### config.mk
export PLATFORM = sky130hd
export DESIGN_NAME = systolic_result_drain
export DESIGN_NICKNAME = d
export VERILOG_FILES = /design/src/rtl/systolic_pkg.sv /design/src/rtl/result_set_fifo.sv /design/src/rtl/systolic_result_drain.sv
export SDC_FILE = /design/constraint.sdc
export NUM_CORES = 1
export LEC_CHECK = 0
export ABC_AREA = 0
export CAP_MARGIN = 10
export CORE_MARGIN = 4
export CORE_UTILIZATION = 47
export DETAILED_ROUTE_END_ITERATION = 16
export PLACE_DENSITY = 0.64
export SETUP_SLACK_MARGIN = 0.4
export SKIP_CTS_REPAIR_TIMING = 1
export SLEW_MARGIN = 20
export SYNTH_ARGS = -nofsm -noshare
export SYNTH_HDL_FRONTEND = slang
export SYNTH_SLANG_ARGS = --single-unit
### constraint.sdc
create_clock -name clk -period 4 [get_ports clk]
set_input_delay 0.6 -clock clk [delete_from_list [all_inputs] [get_ports clk]]
set_output_delay 0.6 -clock clk [all_outputs]
set_load 0.05 [all_outputs]
### src/rtl/systolic_pkg.sv
// Shared types for the 2x2 systolic array result path: element widths,
// result-set layout, element ordering and drain FSM states.
package systolic_pkg;

    localparam int ACC_WIDTH = 9;

    typedef logic [ACC_WIDTH-1:0] acc_t;

    typedef struct packed {
        acc_t c00;
        acc_t c01;
        acc_t c10;
        acc_t c11;
    } result_set_t;

    typedef logic [1:0] elem_idx_t;

    localparam elem_idx_t IDX_C00 = 2'd0;
    localparam elem_idx_t IDX_C01 = 2'd1;
    localparam elem_idx_t IDX_C10 = 2'd2;
    localparam elem_idx_t IDX_C11 = 2'd3;

    typedef enum logic {
        S_IDLE,
        S_STREAM
    } state_t;

endpackage

### src/rtl/result_set_fifo.sv
// Whole-result-set FIFO: storage, wrapping pointers and occupancy level.
// The caller guarantees push only when not full (or popping) and pop only when not empty.
module result_set_fifo #(
    parameter int WIDTH = 36,
    parameter int DEPTH = 4
) (
    input  logic                       clk,
    input  logic                       rstn,
    input  logic                       push,
    input  logic [WIDTH-1:0]           push_data,
    input  logic                       pop,
    output logic [WIDTH-1:0]           head_data,
    output logic [$clog2(DEPTH+1)-1:0] level,
    output logic                       full,
    output logic                       empty
);
    localparam int PW = $clog2(DEPTH);
    localparam int LW = $clog2(DEPTH + 1);

    logic [WIDTH-1:0] mem_q [DEPTH];
    logic [WIDTH-1:0] mem_d [DEPTH];
    logic [PW-1:0]    wr_ptr_q, wr_ptr_d;
    logic [PW-1:0]    rd_ptr_q, rd_ptr_d;
    logic [LW-1:0]    level_q, level_d;

    always_comb begin
        mem_d    = mem_q;
        wr_ptr_d = wr_ptr_q;
        rd_ptr_d = rd_ptr_q;
        if (push) begin
            mem_d[wr_ptr_q] = push_data;
            wr_ptr_d        = wr_ptr_q + PW'(1);
        end
        if (pop) begin
            rd_ptr_d = rd_ptr_q + PW'(1);
        end
        level_d = level_q + LW'(push) - LW'(pop);
    end

    // When full, a push lands on the slot being popped in the same cycle.
    always_ff @(posedge clk or negedge rstn) begin
        if (!rstn) begin
            for (int i = 0; i < DEPTH; i++) begin
                mem_q[i] <= '0;
            end
            wr_ptr_q <= '0;
            rd_ptr_q <= '0;
            level_q  <= '0;
        end else begin
            mem_q    <= mem_d;
            wr_ptr_q <= wr_ptr_d;
            rd_ptr_q <= rd_ptr_d;
            level_q  <= level_d;
        end
    end

    assign head_data = mem_q[rd_ptr_q];
    assign level     = level_q;
    assign full      = (level_q == LW'(DEPTH));
    assign empty     = (level_q == '0);

endmodule

### src/rtl/systolic_result_drain.sv
// Captures 2x2 result sets and streams them element by element (c00, c01, c10, c11)
// over a valid/ready port; sets arriving into a full buffer are dropped and flagged.
module systolic_result_drain #(
    parameter int ACC_WIDTH = systolic_pkg::ACC_WIDTH,
    parameter int DEPTH     = 4
) (
    input  logic                       clk,
    input  logic                       rstn,
    input  logic                       in_valid,
    input  logic [ACC_WIDTH-1:0]       c00,
    input  logic [ACC_WIDTH-1:0]       c01,
    input  logic [ACC_WIDTH-1:0]       c10,
    input  logic [ACC_WIDTH-1:0]       c11,
    output logic                       m_valid,
    input  logic                       m_ready,
    output logic [ACC_WIDTH-1:0]       m_data,
    output logic [1:0]                 m_idx,
    output logic                       m_last,
    output logic [$clog2(DEPTH+1)-1:0] level,
    output logic                       overflow,
    input  logic                       clr_overflow
);
    import systolic_pkg::*;

    localparam int SET_W = 4 * ACC_WIDTH;

    logic [SET_W-1:0]     in_set;
    logic [SET_W-1:0]     head_set;
    logic                 fifo_full;
    logic                 fifo_empty;
    logic                 handshake;
    logic                 last_handshake;
    logic                 push_accept;
    logic                 drop;
    state_t               state;
    elem_idx_t            idx_q, idx_d;
    logic                 overflow_q, overflow_d;
    logic [ACC_WIDTH-1:0] head_elem;

    assign in_set = {c00, c01, c10, c11};

    result_set_fifo #(
        .WIDTH(SET_W),
        .DEPTH(DEPTH)
    ) u_fifo (
        .clk      (clk),
        .rstn     (rstn),
        .push     (push_accept),
        .push_data(in_set),
        .pop      (last_handshake),
        .head_data(head_set),
        .level    (level),
        .full     (fifo_full),
        .empty    (fifo_empty)
    );

    // State follows the registered level so m_valid rises the cycle after capture.
    always_comb begin
        state          = fifo_empty ? S_IDLE : S_STREAM;
        handshake      = (state == S_STREAM) && m_ready;
        last_handshake = handshake && (idx_q == IDX_C11);
        push_accept    = in_valid && (!fifo_full || last_handshake);
        drop           = in_valid && !push_accept;
    end

    always_comb begin
        head_elem = head_set[ACC_WIDTH-1:0];
        case (idx_q)
            IDX_C00: head_elem = head_set[4*ACC_WIDTH-1 -: ACC_WIDTH];
            IDX_C01: head_elem = head_set[3*ACC_WIDTH-1 -: ACC_WIDTH];
            IDX_C10: head_elem = head_set[2*ACC_WIDTH-1 -: ACC_WIDTH];
            default: head_elem = head_set[ACC_WIDTH-1:0];
        endcase
    end

    always_comb begin
        idx_d = handshake ? elem_idx_t'(idx_q + 2'd1) : idx_q;
        if (drop) begin
            overflow_d = 1'b1;
        end else if (clr_overflow) begin
            overflow_d = 1'b0;
        end else begin
            overflow_d = overflow_q;
        end
    end

    always_ff @(posedge clk or negedge rstn) begin
        if (!rstn) begin
            idx_q      <= IDX_C00;
            overflow_q <= 1'b0;
        end else begin
            idx_q      <= idx_d;
            overflow_q <= overflow_d;
        end
    end

    assign m_valid  = (state == S_STREAM);
    assign m_data   = m_valid ? head_elem : '0;
    assign m_idx    = idx_q;
    assign m_last   = m_valid && (idx_q == IDX_C11);
    assign overflow = overflow_q;

endmodule

# After elaboration in Yosys (flattened, before gate mapping)
# Cells that the tools add are included.
[word_totals]
out_inout_bits = 17
ff_bits = 154
in_bits = 41
wordCells = 46
[classes]
bitwise_logic = 2
n_eq_ne = 4
order_cmp = 3
reduce_logical = 12
n_mux = 11
add_sub_neg = 5
[ops]
columns = ["operator", "n"]
rows = [
  ["bitwise mux 144 bit", 1],
  ["2-to-1 mux 36 bit", 3],
  ["binary-select mux 36 bit (select 2 bit)", 1],
  ["demux 36 bit (select 2 bit)", 1],
  ["case mux 9 bit (3 select lines)", 1],
  ["2-to-1 mux 9 bit", 1],
  ["adder 2 x 1 -> 2 bit, second input constant", 3],
  [">= comparator 3 bit, second input constant", 2],
  ["logical AND 1 bit", 6],
  ["NOT 2 -> 3 bit", 2],
  ["== test 2 bit, second input constant", 2],
  ["adder 3 x 1 -> 3 bit", 1],
  ["== test 3 bit, second input constant", 1],
  ["logical NOT 3 bit", 1],
  ["< comparator 3 x 1 -> 1 bit, second input constant", 1],
  ["2-to-1 mux 1 bit", 3],
  ["subtractor 3 x 1 -> 3 bit", 1],
  ["== test 2 x 1 -> 1 bit, second input constant", 1],
  ["logical NOT 1 bit", 2],
  ["logical NOT 2 bit", 1],
  ["nonzero test 2 bit", 1],
  ["logical OR 1 bit", 1],
]

# Longest topological paths before layout
# Gate-level depths: netlist of run 1.
[logic_depth]
depth_word = 9
depth_mapped = 10
depth_no_buf = 10

# Hierarchy
# Synthesis of run 1 repeated with hierarchy kept, for this count alone.
[hier_totals]
hier_cells = 441
area_unflattened_um2 = 7265.7
[modules_own_cells]
columns = ["mod", "area_per_inst_um2", "instances", "cells_each", "seq_area_each_um2"]
rows = [
  ["result_set_fifo", 6729.0, 1, 379, 3778.6],
  ["systolic_result_drain", 536.8, 1, 62, 75.1],
]

# Least setup slack after synthesis of run 1
# Ideal clock, no wire load.
[synth_path]
path_kind = "register -> output"
start = "register u_fifo.level_q[2] (netlist: u_fifo.level[2])"
end = "output port m_data[0]"
path_stages_with_launch = 5
required_ps = 3400
setup_slack_ps = 858
n_path_buf = 1
arrival_ps = 2542
path_cell_list = "dfrtp_1 > or3_1 > clkbuf_1 > o21ai_0 > a31oi_1"
[synth_between]
elab_chain_len = 2
[synth_rtl]
columns = ["item", "line", "text"]
rows = [
  ["from (decl)", "result_set_fifo.sv:24", "logic [LW-1:0] level_q, level_d;"],
  ["from (signal assigned)", "result_set_fifo.sv:53", "level_q <= level_d;"],
  ["logical NOT 3 bit", "result_set_fifo.sv:60", "assign empty = (level_q == '0);"],
  ["2-to-1 mux 9 bit", "systolic_result_drain.sv:98", "assign m_data = m_valid ? head_elem : '0;"],
  ["to (decl)", "systolic_result_drain.sv:16", "output logic [ACC_WIDTH-1:0] m_data,"],
]
# No other way between the ends.

# Final worst setup path of run 1
[layout_path]
start = "register idx_q[1] (netlist: m_idx[1])"
end = "output port m_data[4]"
[layout_between]
elab_chain_len = 3
elab_cells_between_ends = 5
cone_classes = "eq/ne (2); mux (2); reduce/logical (1)"
[layout_rtl]
columns = ["item", "line", "text"]
rows = [
  ["from (decl)", "systolic_result_drain.sv:36", "elem_idx_t idx_q, idx_d;"],
  ["from (signal assigned)", "systolic_result_drain.sv:92", "idx_q <= idx_d;"],
  ["== test 2 bit, or another cell as far along", "systolic_result_drain.sv:68", "case (idx_q)"],
  ["case mux 9 bit (3 select lines) *", "systolic_result_drain.sv:68", ""],
  ["2-to-1 mux 9 bit *", "systolic_result_drain.sv:98", ""],
]
# Every way passes the cells marked *; elsewhere a longest branch is shown, timed or not.

==> out/results.tsv, run 1 <==
stage	metric	value	unit
sta	tightest_slew	0.906	ns
sta	post-route-period-util	84.1	%
yosys	synth.distinct_cells	38	
power_and_ir_drop	clockPowerShare	21.1	%
route	routed_wl	16300	µm
die	die_x	132	µm
yosys	synth.area.top_cells	dfrtp_1, mux2_2, mux2i_1, mux4_2, ha_1	
yosys	postSynthCellCount	519	
sta	max_freq	297	MHz
die	rows	44	
cells_and_area	drive_gt1_share	35.5	%
yosys	synthFlopType	dfrtp_1	
worst_setup_path	critical_path_class	reg -> out	
sta	slew_headroom	39.6	%
sta	hold_viol_final	0	
power_and_ir_drop	powerDensity	959	nW/µm²
hold_path	hold_class	in -> async	
route	vias	4416	
die	core_area	14800	µm²
sta	fin_skew	0.00698	ns
clock_network	cts_tree	built	
sta	finalSetupViolations	0	
yosys	synth_top_area_share	53.6	%
route	route.detailed.drc	0	
worst_setup_path	cp_slowest_cell	nor3b_4	
worst_setup_path	reg2reg_to	u_fifo.level[2]$_DFF_PN0_	
global_route	grt_pass1_vias	4879	
worst_setup_path	timing.rr.start	u_fifo.level[2]$_DFF_PN0_	
power_and_ir_drop	p_leak	3.73	nW
yosys	synth_area_leader_cell	dfrtp_1	
worst_setup_path	crit_arrival	2.77	ns
sta	period_needed	3.37	ns
cells_and_area	diodes	0	
power_and_ir_drop	swShare	37.2	%
route	drt_pass1_iterations	4	
status	status	complete, no violations	
worst_setup_path	regToRegSetupSlack	1.36	ns
worst_setup_path	crit_path_start_kind	register	
power_and_ir_drop	seqPwrFrac	35.4	%
yosys	ys_seq_elements	154	
yosys	ys_seq_area_share	53.6	%
global_route	track_usage	19.8	%
cells_and_area	final_nets	628	
yosys	async_flop_share	100	%
route	wl_per_cell	21.1	µm
die	die_h	132	µm
cells_and_area	stdcell_count	772	
global_route	grt_max_degree	116	
sta	timing.final.max_slew_violations	0	
global_route	grt_pass1_wl	26900	µm
yosys	ys.warnings.count	0	
route	viasPerCell	5.72	
placed_design	post-dp-hpwl	10800	µm
placed_design	portBuffers	57	
clock_network	insertion_delay	0.42	ns
die	ios	58	
die	die-area	17300	µm²
clock_network	clkSlewWorstSetupHoldPaths	0.06	ns
worst_setup_path	worstPathRequired	3.40	ns
cells_and_area	syn_to_final_growth	18.9	%
route	dr.first_iter.drc_count	289	
power_and_ir_drop	pwr-share-comb	43.5	%
worst_setup_path	cp_max_fo	13	
worst_setup_path	slowest_delay	0.47	ns
clock_network	clock_sinks	154	
yosys	synth_nets	572	
run	cap_violations	0	
power_and_ir_drop	ir_drop	470	µV
clock_network	clockRootBuffer	clkbuf_16	
yosys	synthesis.area	7190	µm²
worst_setup_path	crit_path_end_kind	primary output	
sta	rsz0062_at_grt	no	
clock_network	clk_path_buf_depth	2	
yosys	avgSynthCellArea	13.9	µm²
power_and_ir_drop	p_switching	0.00305	W
die	initial_utilization	48.7	%
worst_setup_path	crit_chain	inv_1 > ha_1 > nor3b_4 > a221oi_1 > a31oi_1 > dlymetal6s2s_1	
sta	fin_setup_tns	0	ns
route	final_antenna_net_count	0	
placed_design	place_congestion	0.833	
clock_network	cts.htree.levels	4	
power_and_ir_drop	p_int	0.00515	W
worst_setup_path	worst-r2r-cell-count	9	
global_route	grt.overflow.total	0	
global_route	antenna_found_initial	0	
placed_design	place_inst	740	
yosys	synth_edf_count	0	
clock_network	cts_buffers	17	
[logic make-up (layout without fill, tap and decap cells)]
logic type               after synthesis  after routing  synth area share [%]
AND/OR/NAND/NOR                       58             58                  4.14
XOR/XNOR                               6              6                 0.731
flip-flops                           154            154                  53.6
adder cells (fa/ha/maj)               12             12                  2.19
AO/OA/AOI/OAI                         63             63                  5.79
buffers and inverters                 42            111                  3.67
multiplexers                         184            184                  29.9
[worst max-delay path by stage]
stage | slack [ns] | start | depth (start not counted) | end
3_3_place_gp | 0.64 | m_idx[1]$_DFFE_PN0P_ | 6 | m_data[5]
5_1_grt | 0.41 | m_idx[0]$_DFFE_PN0P_ | 7 | m_data[6]
4_1_cts | 0.13 | m_idx[1]$_DFFE_PN0P_ | 6 | m_data[4]
2_1_floorplan | 0.86 | u_fifo.level[2]$_DFF_PN0_ | 4 | m_data[0]
3_5_place_dp | 0.57 | m_idx[1]$_DFFE_PN0P_ | 6 | m_data[4]
6_report | 0.63 | m_idx[1]$_DFFE_PN0P_ | 6 | m_data[4]
[routing by layer]
layer / GRT usage [%] / routed length, µm / vias to the layer above
li1: - / - / 2016
met1: 27.5 / 7340 / 2284
met2: 31.1 / 7860 / 101
met3: 4.93 / 814 / 15
met4: 5.83 / 248 / 0
met5: 0 / 0 / -
[critical path: cells and delay by family (launching register included)]
| kind | cells | cell delay [ns] |
|---|---|---|
| adders and majority gates | 1 | 0.41 |
| DFF | 1 | 0.44 |
| and+or+nand+nor | 1 | 0.47 |
| AOI/OAI and AO/OA | 2 | 0.46 |
| buffers and inverters | 2 | 0.56 |
[cell usage after synthesis, drive strengths merged (10+ instances only)]
cell type / n
dfrtp: 154
mux2: 146
nand2: 34
mux2i: 28
buf: 21
o21ai: 20
o22ai: 14
ha: 11
inv: 11
clkbuf: 10
mux4: 10
[metrics by stage]
stage | setup WS [ns] | util [%] | instance area, µm² | total power (W) | hold WS, ns
4_1_cts | 0.125 | 57.7 | 8510 | 0.00828 | 0.382
3_3_place_gp | 0.637 | 53.3 | 7870 | 0.00640 | 0.485
3_5_place_dp | 0.575 | 53.3 | 7870 | 0.00653 | 0.488
2_1_floorplan | 0.858 | - | 7190 | 0.00545 | 0.304
5_1_grt | 0.408 | 57.9 | 8550 | 0.00868 | 0.375
6_report | 0.634 | 57.9 | 8550 | 0.00820 | 0.303
[area by class of cell]
cell class	count	area, µm²
fillers	1174	6200
clock inverters	13	191
clock buffers	19	453
inverters	11	41.3
well taps	184	230
flip-flops and latches	154	3860
multi-input cells	323	3080
repair buffers	68	692
[registers in the layout, summed over array words and instances, names as in the netlist]
name and flops:
u_fifo.level 3, u_fifo.rd_ptr_q 2, u_fifo.wr_ptr_q 2, overflow 1, m_idx 2, u_fifo.mem_q 144
[power groups by stage]
stage / clock (W) / combinational (W) / sequential (W)
final: 0.00173 / 0.00357 / 0.00290
after global routing: 0.00183 / 0.00385 / 0.00300
after CTS: 0.00176 / 0.00363 / 0.00289
after detailed placement: 0 / 0.00362 / 0.00291
after global placement: 0 / 0.00355 / 0.00286
after floorplan: 0 / 0.00267 / 0.00277
[placed cells by master (no fill, tap or decap), types with 5 or more instances in the layout]
| cell type | n |
|---|---|
| dfrtp_1 | 152 |
| mux2_2 | 146 |
| clkdlybuf4s50_1 | 47 |
| nand2_1 | 30 |
| mux2i_1 | 28 |
| o21ai_0 | 20 |
| clkbuf_16 | 17 |
| o22ai_1 | 14 |
| inv_1 | 11 |
| ha_1 | 11 |
| mux4_2 | 10 |
| buf_4 | 10 |
| dlymetal6s2s_1 | 9 |
| a221oi_1 | 8 |
| nand3b_1 | 8 |
| a31oi_1 | 7 |
| a211oi_1 | 6 |
| nor2_1 | 5 |
| xnor2_1 | 5 |
(Power assumes the default switching activity.)
==> inputs of run 2 (changes only) <==
Settings changed: PLACE_DENSITY 0.64 to 0.66.
Clock period 4 ns to 2.95 ns, I/O delays scaled along.
==> run 2 against run 1 <==
  * Sequential share of layout area is 3.3 points lower
  * Clock power is 23% higher
  * Routed wire length is 6.4% higher
  * Sequential power is 34% higher
  * Largest cell class unchanged
==> out/results.tsv, run 2 (synthesized netlist as in run 1, its figures left out) <==
stage	metric	value	unit	change
status	status	complete, no violations		
die	core_area	14800	µm²	unchanged
die	die_x	132	µm	unchanged
worst_setup_path	worstPathRequired	2.51	ns	-0.89 ns
global_route	grt.overflow.total	0		unchanged
sta	fin_setup_tns	0	ns	unchanged
sta	max_freq	364	MHz	
power_and_ir_drop	p_leak	3.91	nW	+4.9%
power_and_ir_drop	powerDensity	1340	nW/µm²	+40%
cells_and_area	top_register	u_fifo.mem_q		
route	drt_pass1_iterations	4		unchanged
sta	fin_skew	0.0135	ns	+0.00656 ns
global_route	grt_pass1_wl	27200	µm	+0.85%
placed_design	place_area	8180	µm²	+3.9%
clock_network	clockRootBuffer	clkbuf_16		
clock_network	insertion_delay	0.43	ns	about the same
global_route	grt_max_degree	81		-30%
worst_setup_path	critical_path_class	reg -> out		
worst_setup_path	crit_arrival	2.30	ns	-0.47 ns
power_and_ir_drop	ir_drop	812	µV	+73%
global_route	antenna_found_initial	0		unchanged
sta	fin_ws	0.206	ns	-0.428 ns
sta	period_needed	2.74	ns	
sta	timing.final.max_slew_violations	0		unchanged
worst_setup_path	worst-r2r-cell-count	11		+2
clock_network	cts.htree.levels	4		unchanged
sta	post-route-period-util	93.0	%	
sta	slew_headroom	49.8	%	+10 points
cells_and_area	design_area	9230	µm²	+8.0%
sta	tightest_slew	0.754	ns	-0.152 ns
cells_and_area	drive_gt1_share	47.0	%	+11 points
worst_setup_path	crit_path_end_kind	primary output		
global_route	grt_pass1_vias	4885		+0.12%
clock_network	cts_tree	built		
placed_design	place_ws	0.342	ns	-0.233 ns
route	route.detailed.drc	0		unchanged
sta	rsz0062_at_grt	yes		
clock_network	cts_buffers	17		unchanged
hold_path	hold_class	in -> async		
route	viasPerCell	5.70		-0.28%
run	cap_violations	0		unchanged
worst_setup_path	crit_start	u_fifo.rd_ptr_q[0]$_DFFE_PN0P_		
cells_and_area	final_nets	661		+5.3%
route	dr.first_iter.drc_count	312		+8.0%
route	wl_per_cell	21.5	µm	+2.1%
placed_design	portBuffers	57		unchanged
die	rows	44		unchanged
worst_setup_path	reg2reg_to	u_fifo.level[2]$_DFF_PN0_		
die	die_h	132	µm	unchanged
sta	hold_viol_final	0		unchanged
cells_and_area	layout_common_cells	dfrtp_1, mux2_2, clkdlybuf4s50_1		
clock_network	clkSlewWorstSetupHoldPaths	0.06	ns	about the same
die	ios	58		unchanged
die	initial_utilization	48.7	%	unchanged
cells_and_area	largest_reg_flops	144		unchanged
worst_setup_path	timing.rr.start	m_idx[1]$_DFFE_PN0P_		
placed_design	place_congestion	0.813		-2.4%
route	routed_wl	17300	µm	+6.4%
clock_network	clock_sinks	154		unchanged
route	vias	4592		+4.0%
placed_design	post-dp-hpwl	11200	µm	+3.2%
sta	finalSetupViolations	0		unchanged
sta	timing.hold.ws	0.0443	ns	-0.259 ns
cells_and_area	nFillCells	1084		-7.7%
cells_and_area	final_common_cell	dfrtp_1		
cells_and_area	diodes	0		unchanged
clock_network	clk_path_buf_depth	2		unchanged
cells_and_area	syn_to_final_growth	28.3	%	
global_route	track_usage	20.1	%	+0.30 points
die	die-area	17300	µm²	unchanged
worst_setup_path	cp_max_fo	4		-9
route	final_antenna_net_count	0		unchanged
worst_setup_path	regToRegSetupSlack	0.45	ns	-0.91 ns
worst_setup_path	crit_path_start_kind	register		
## run 2: report_power, final
group,switching [W],internal (W)
logic,0.00318,0.00320
registers,0.000668,0.00323
clock network,0.000829,0.00129
total,0.00468,0.00772
## run 2: layout make-up
cell class              instances  area, µm²  share of cell area, %
clock inverters                 7       62.6                  0.678
well taps                     184        230                   2.49
multi-input cells             323       3430                   37.2
inverters                      11       45.0                  0.488
flip-flops and latches        154       3860                   41.9
repair buffers                100       1070                   11.6
clock buffers                  25        515                   5.58
repair inverters                1       7.51                 0.0813
## run 2: per-stage QoR
| stage | std cells | util (%) | total power, W |
|---|---|---|---|
| 2_1_floorplan | 519 | - | 0.00763 |
| 3_3_place_gp | 754 | 55.4 | 0.00935 |
| 3_5_place_dp | 754 | 55.4 | 0.00955 |
| 4_1_cts | 786 | 59.3 | 0.0117 |
| 5_1_grt | 805 | 62.6 | 0.0130 |
| 6_report | 805 | 62.6 | 0.0124 |
## run 2: metal layers
metal	share of wire (%)	GRT usage (%)
met1	46	27.2
met2	49	32.4
met3	3.2	4.13
met4	1.8	7.06
met5	0	0
## run 2: worst max-delay path by stage
stage	to	slack, ns
after floorplan	u_fifo.level[2]$_DFF_PN0_	0.44
after global placement	u_fifo.level[2]$_DFF_PN0_	0.41
after detailed placement	u_fifo.level[2]$_DFF_PN0_	0.34
after CTS	m_data[4]	-0.06
after global routing	m_data[8]	0.15
final	m_data[8]	0.21
## run 2: critical path, cell delays in order, from the launching register on
cell and delay, ns:
dfrtp_4 0.51, buf_12 0.15, buf_4 0.13, mux4_2 0.42, o21ai_0 0.33, a31oi_2 0.14
buf_12 0.19
==> inputs of run 3 (changes only) <==
Settings changed: ABC_AREA 0 to 1, CORE_UTILIZATION 47 to 45, PLACE_DENSITY 0.66 to 0.63.
==> run 3 against run 2 <==
  * Design area up 1.8%
  * Sequential share of layout area down 0.85 points
  * Area after synthesis rose by 8.9%
  * Clock skew is 0.0048 ns lower
  * Clock power shrank 2%
  * Non-clock buffer count is 12 lower
  * Synthesized cell count is 86% higher
  * Flip-flop and latch count is the same
  * Worst setup slack improved by 0.23 ns
  * Critical endpoint is now m_data[1]
  * Largest power group unchanged
==> out/results.tsv, run 3 <==
stage	metric	value	unit	change
sta	timing.hold.ws	0.476	ns	+0.432 ns
clock_network	clock_sinks	154		unchanged
route	drt-met1-wl	9220	µm	+17%
cells_and_area	top_register	u_fifo.mem_q		
sta	finalSetupViolations	0		unchanged
sta	rsz0062_at_grt	yes		
cells_and_area	final_common_cell	nand2_1		
yosys	ys_seq_area_share	49.2	%	-4.4 points
route	dr.first_iter.drc_count	454		+46%
sta	timing.final.max_slew_violations	0		unchanged
placed_design	place_ws	0.350	ns	+0.00782 ns
sta	slew_headroom	58.3	%	+8.5 points
route	route.met2.wl	9390	µm	+9.8%
die	die-area	19600	µm²	+13%
cells_and_area	drive_gt1_share	15.0	%	-32 points
yosys	ys.warnings.count	0		unchanged
yosys	ys_seq_elements	154		unchanged
yosys	synth_top_area_share	49.2	%	-4.4 points
sta	period_needed	2.52	ns	-0.228 ns
yosys	async_flop_share	100	%	unchanged
yosys	synthFlopType	dfrtp_1		
hold_path	hold_depth	2		
cells_and_area	diodes	0		unchanged
sta	fin_ws	0.434	ns	+0.228 ns
die	core_area	16800	µm²	+14%
power_and_ir_drop	swShare	44.0	%	+6.3 points
power_and_ir_drop	p_switching	0.00530	W	+13%
power_and_ir_drop	seqPwrFrac	30.6	%	-0.8 points
clock_network	clk_path_buf_depth	2		unchanged
run	cap_violations	0		unchanged
power_and_ir_drop	powerDensity	1280	nW/µm²	-4.7%
die	ios	58		unchanged
power_and_ir_drop	pwr-share-comb	52.2	%	+0.7 points
cells_and_area	finalCoreUtilization	55.9	%	-6.7 points
route	wl_met3	834	µm	+49%
global_route	grt.overflow.total	0		unchanged
worst_setup_path	worstPathRequired	2.51	ns	about the same
sta	fin_skew	0.00877	ns	-0.00476 ns
global_route	grt_max_degree	53		-35%
worst_setup_path	crit_path_end_kind	primary output		
route	routed_wl	19600	µm	+13%
global_route	track_usage	20.5	%	+0.36 points
placed_design	post-dp-hpwl	12000	µm	+7.1%
route	final_antenna_net_count	0		unchanged
sta	fin_setup_tns	0	ns	unchanged
power_and_ir_drop	ir_drop	843	µV	+3.8%
cells_and_area	final_nets	1068		+62%
die	die_x	140	µm	+6.2%
sta	hold_viol_final	0		unchanged
route	highest_layer	met4		
hold_path	hold_class	reg -> reg		
power_and_ir_drop	p_leak	4.70	nW	+20%
route	vias	6203		+35%
global_route	antenna_found_initial	0		unchanged
placed_design	place_congestion	0.794		-2.4%
cells_and_area	syn_to_final_growth	20.1	%	
clock_network	clkSlewWorstSetupHoldPaths	0.06	ns	about the same
clock_network	clockRootBuffer	clkbuf_16		
cells_and_area	layout_common_cells	nand2_1, dfrtp_1, inv_1		
die	initial_utilization	46.5	%	-2.2 points
yosys	synth_most_common_cell	nand2_1		
route	route.detailed.drc	0		unchanged
placed_design	portBuffers	57		unchanged
power_and_ir_drop	clockPowerShare	17.3	%	+0.2 points
clock_network	cts_tree	built		
cells_and_area	largest_reg_flops	144		unchanged
yosys	synth_area_leader_cell	dfrtp_1		
yosys	netlist_top_cells_count	nand2_1, dfrtp_1, inv_1, o21ai_1, nand3_1		
die	rows	47		+6.8%
die	die_h	140	µm	+6.2%
global_route	grt_pass1_wl	31900	µm	+18%
power_and_ir_drop	p_int	0.00673	W	-13%
worst_setup_path	critical_path_class	reg -> out		
clock_network	cts.htree.levels	4		unchanged
clock_network	insertion_delay	0.43	ns	about the same
yosys	avgSynthCellArea	8.12	µm²	-41%
yosys	synthesis.area	7830	µm²	+8.9%
worst_setup_path	cp_max_fo	16		+12
yosys	synth.area.top_cells	dfrtp_1, nand2_1, o21ai_1, inv_1, o21ai_2		
sta	tightest_slew	0.626	ns	-0.127 ns
worst_setup_path	crit_path_start_kind	register		
sta	max_freq	397	MHz	+9.1%
worst_setup_path	crit_arrival	2.07	ns	-0.23 ns
yosys	postSynthCellCount	964		+86%
route	drt_pass1_iterations	7		+3
sta	post-route-period-util	85.3	%	-7.7 points
clock_network	cts_buffers	17		unchanged
status	status	complete, no violations		
global_route	grt_pass1_vias	6033		+24%
yosys	synth.distinct_cells	22		-42%
yosys	synth_nets	1017		+78%
worst_setup_path	worst-r2r-cell-count	10		-1
yosys	synth_edf_count	0		unchanged
route	viasPerCell	4.97		-13%
route	wl_per_cell	15.7	µm	-27%
-- run 3: final timing paths --
path	from	end	slack [ns]
worst min-delay path	u_fifo.mem_q[110]$_DFFE_PN0P_	u_fifo.mem_q[110]$_DFFE_PN0P_	0.48
worst max-delay path	u_fifo.rd_ptr_q[1]$_DFFE_PN0P_	m_data[1]	0.43
max in group asynchronous	rstn	u_fifo.mem_q[45]$_DFFE_PN0P_	1.70
worst min register to register	u_fifo.mem_q[110]$_DFFE_PN0P_	u_fifo.mem_q[110]$_DFFE_PN0P_	0.48
worst max register to register	m_idx[1]$_DFFE_PN0P_	u_fifo.level[2]$_DFF_PN0_	0.61
min in group asynchronous	rstn	u_fifo.mem_q[66]$_DFFE_PN0P_	0.54
-- run 3: per-stage QoR --
stage	cells	total power, W	cell area [µm²]
3_5_place_dp	1208	0.00956	8590
5_1_grt	1248	0.0130	9400
3_3_place_gp	1208	0.00945	8590
2_1_floorplan	964	0.00774	7850
6_report	1248	0.0120	9400
4_1_cts	1240	0.0117	9150
-- run 3: critical path, stage by stage, from the launching register on --
cell and delay (ns):
dfrtp_1 0.43, clkinv_4 0.20, buf_12 0.21, nand3_1 0.08, nand2_1 0.09, nand2_1 0.07, nand2_1 0.07, nor2_1 0.21
nor2_2 0.07, buf_4 0.20
-- run 3: cells by family (layout without fill, tap and decap cells) --
family,after synthesis,count (layout),synth area share (%)
and+or+nand+nor,426,426,22.1
adders and majority gates,12,12,2.01
xor gates and xnor gates,6,6,0.671
AOI/OAI and AO/OA,185,185,14.4
buffers and inverters,181,245,11.6
DFF,154,154,49.2
-- run 3: metal layers --
metal	global-route usage [%]	vias to the layer above
li1	-	3121
met1	28.1	2936
met2	32.9	126
met3	4.67	20
met4	5.51	0
met5	0	-
-- run 3: power groups by stage --
stage	Clock (W)	Sequential, W	Combinational [W]
final	0.00207	0.00368	0.00627
after global routing	0.00220	0.00379	0.00696
after CTS	0.00211	0.00363	0.00594
after detailed placement	0	0.00364	0.00592
after global placement	0	0.00362	0.00582
after floorplan	0	0.00366	0.00409
-- run 3: final cells by class --
cell class,count,area [µm²]
Multi-Input combinational cell,629,3170
Clock inverter,11,97.6
Fill cell,1617,7420
Sequential cell,154,3860
Inverter,125,487
Clock buffer,21,460
Tap cell,220,275
Timing Repair Buffer,88,1060
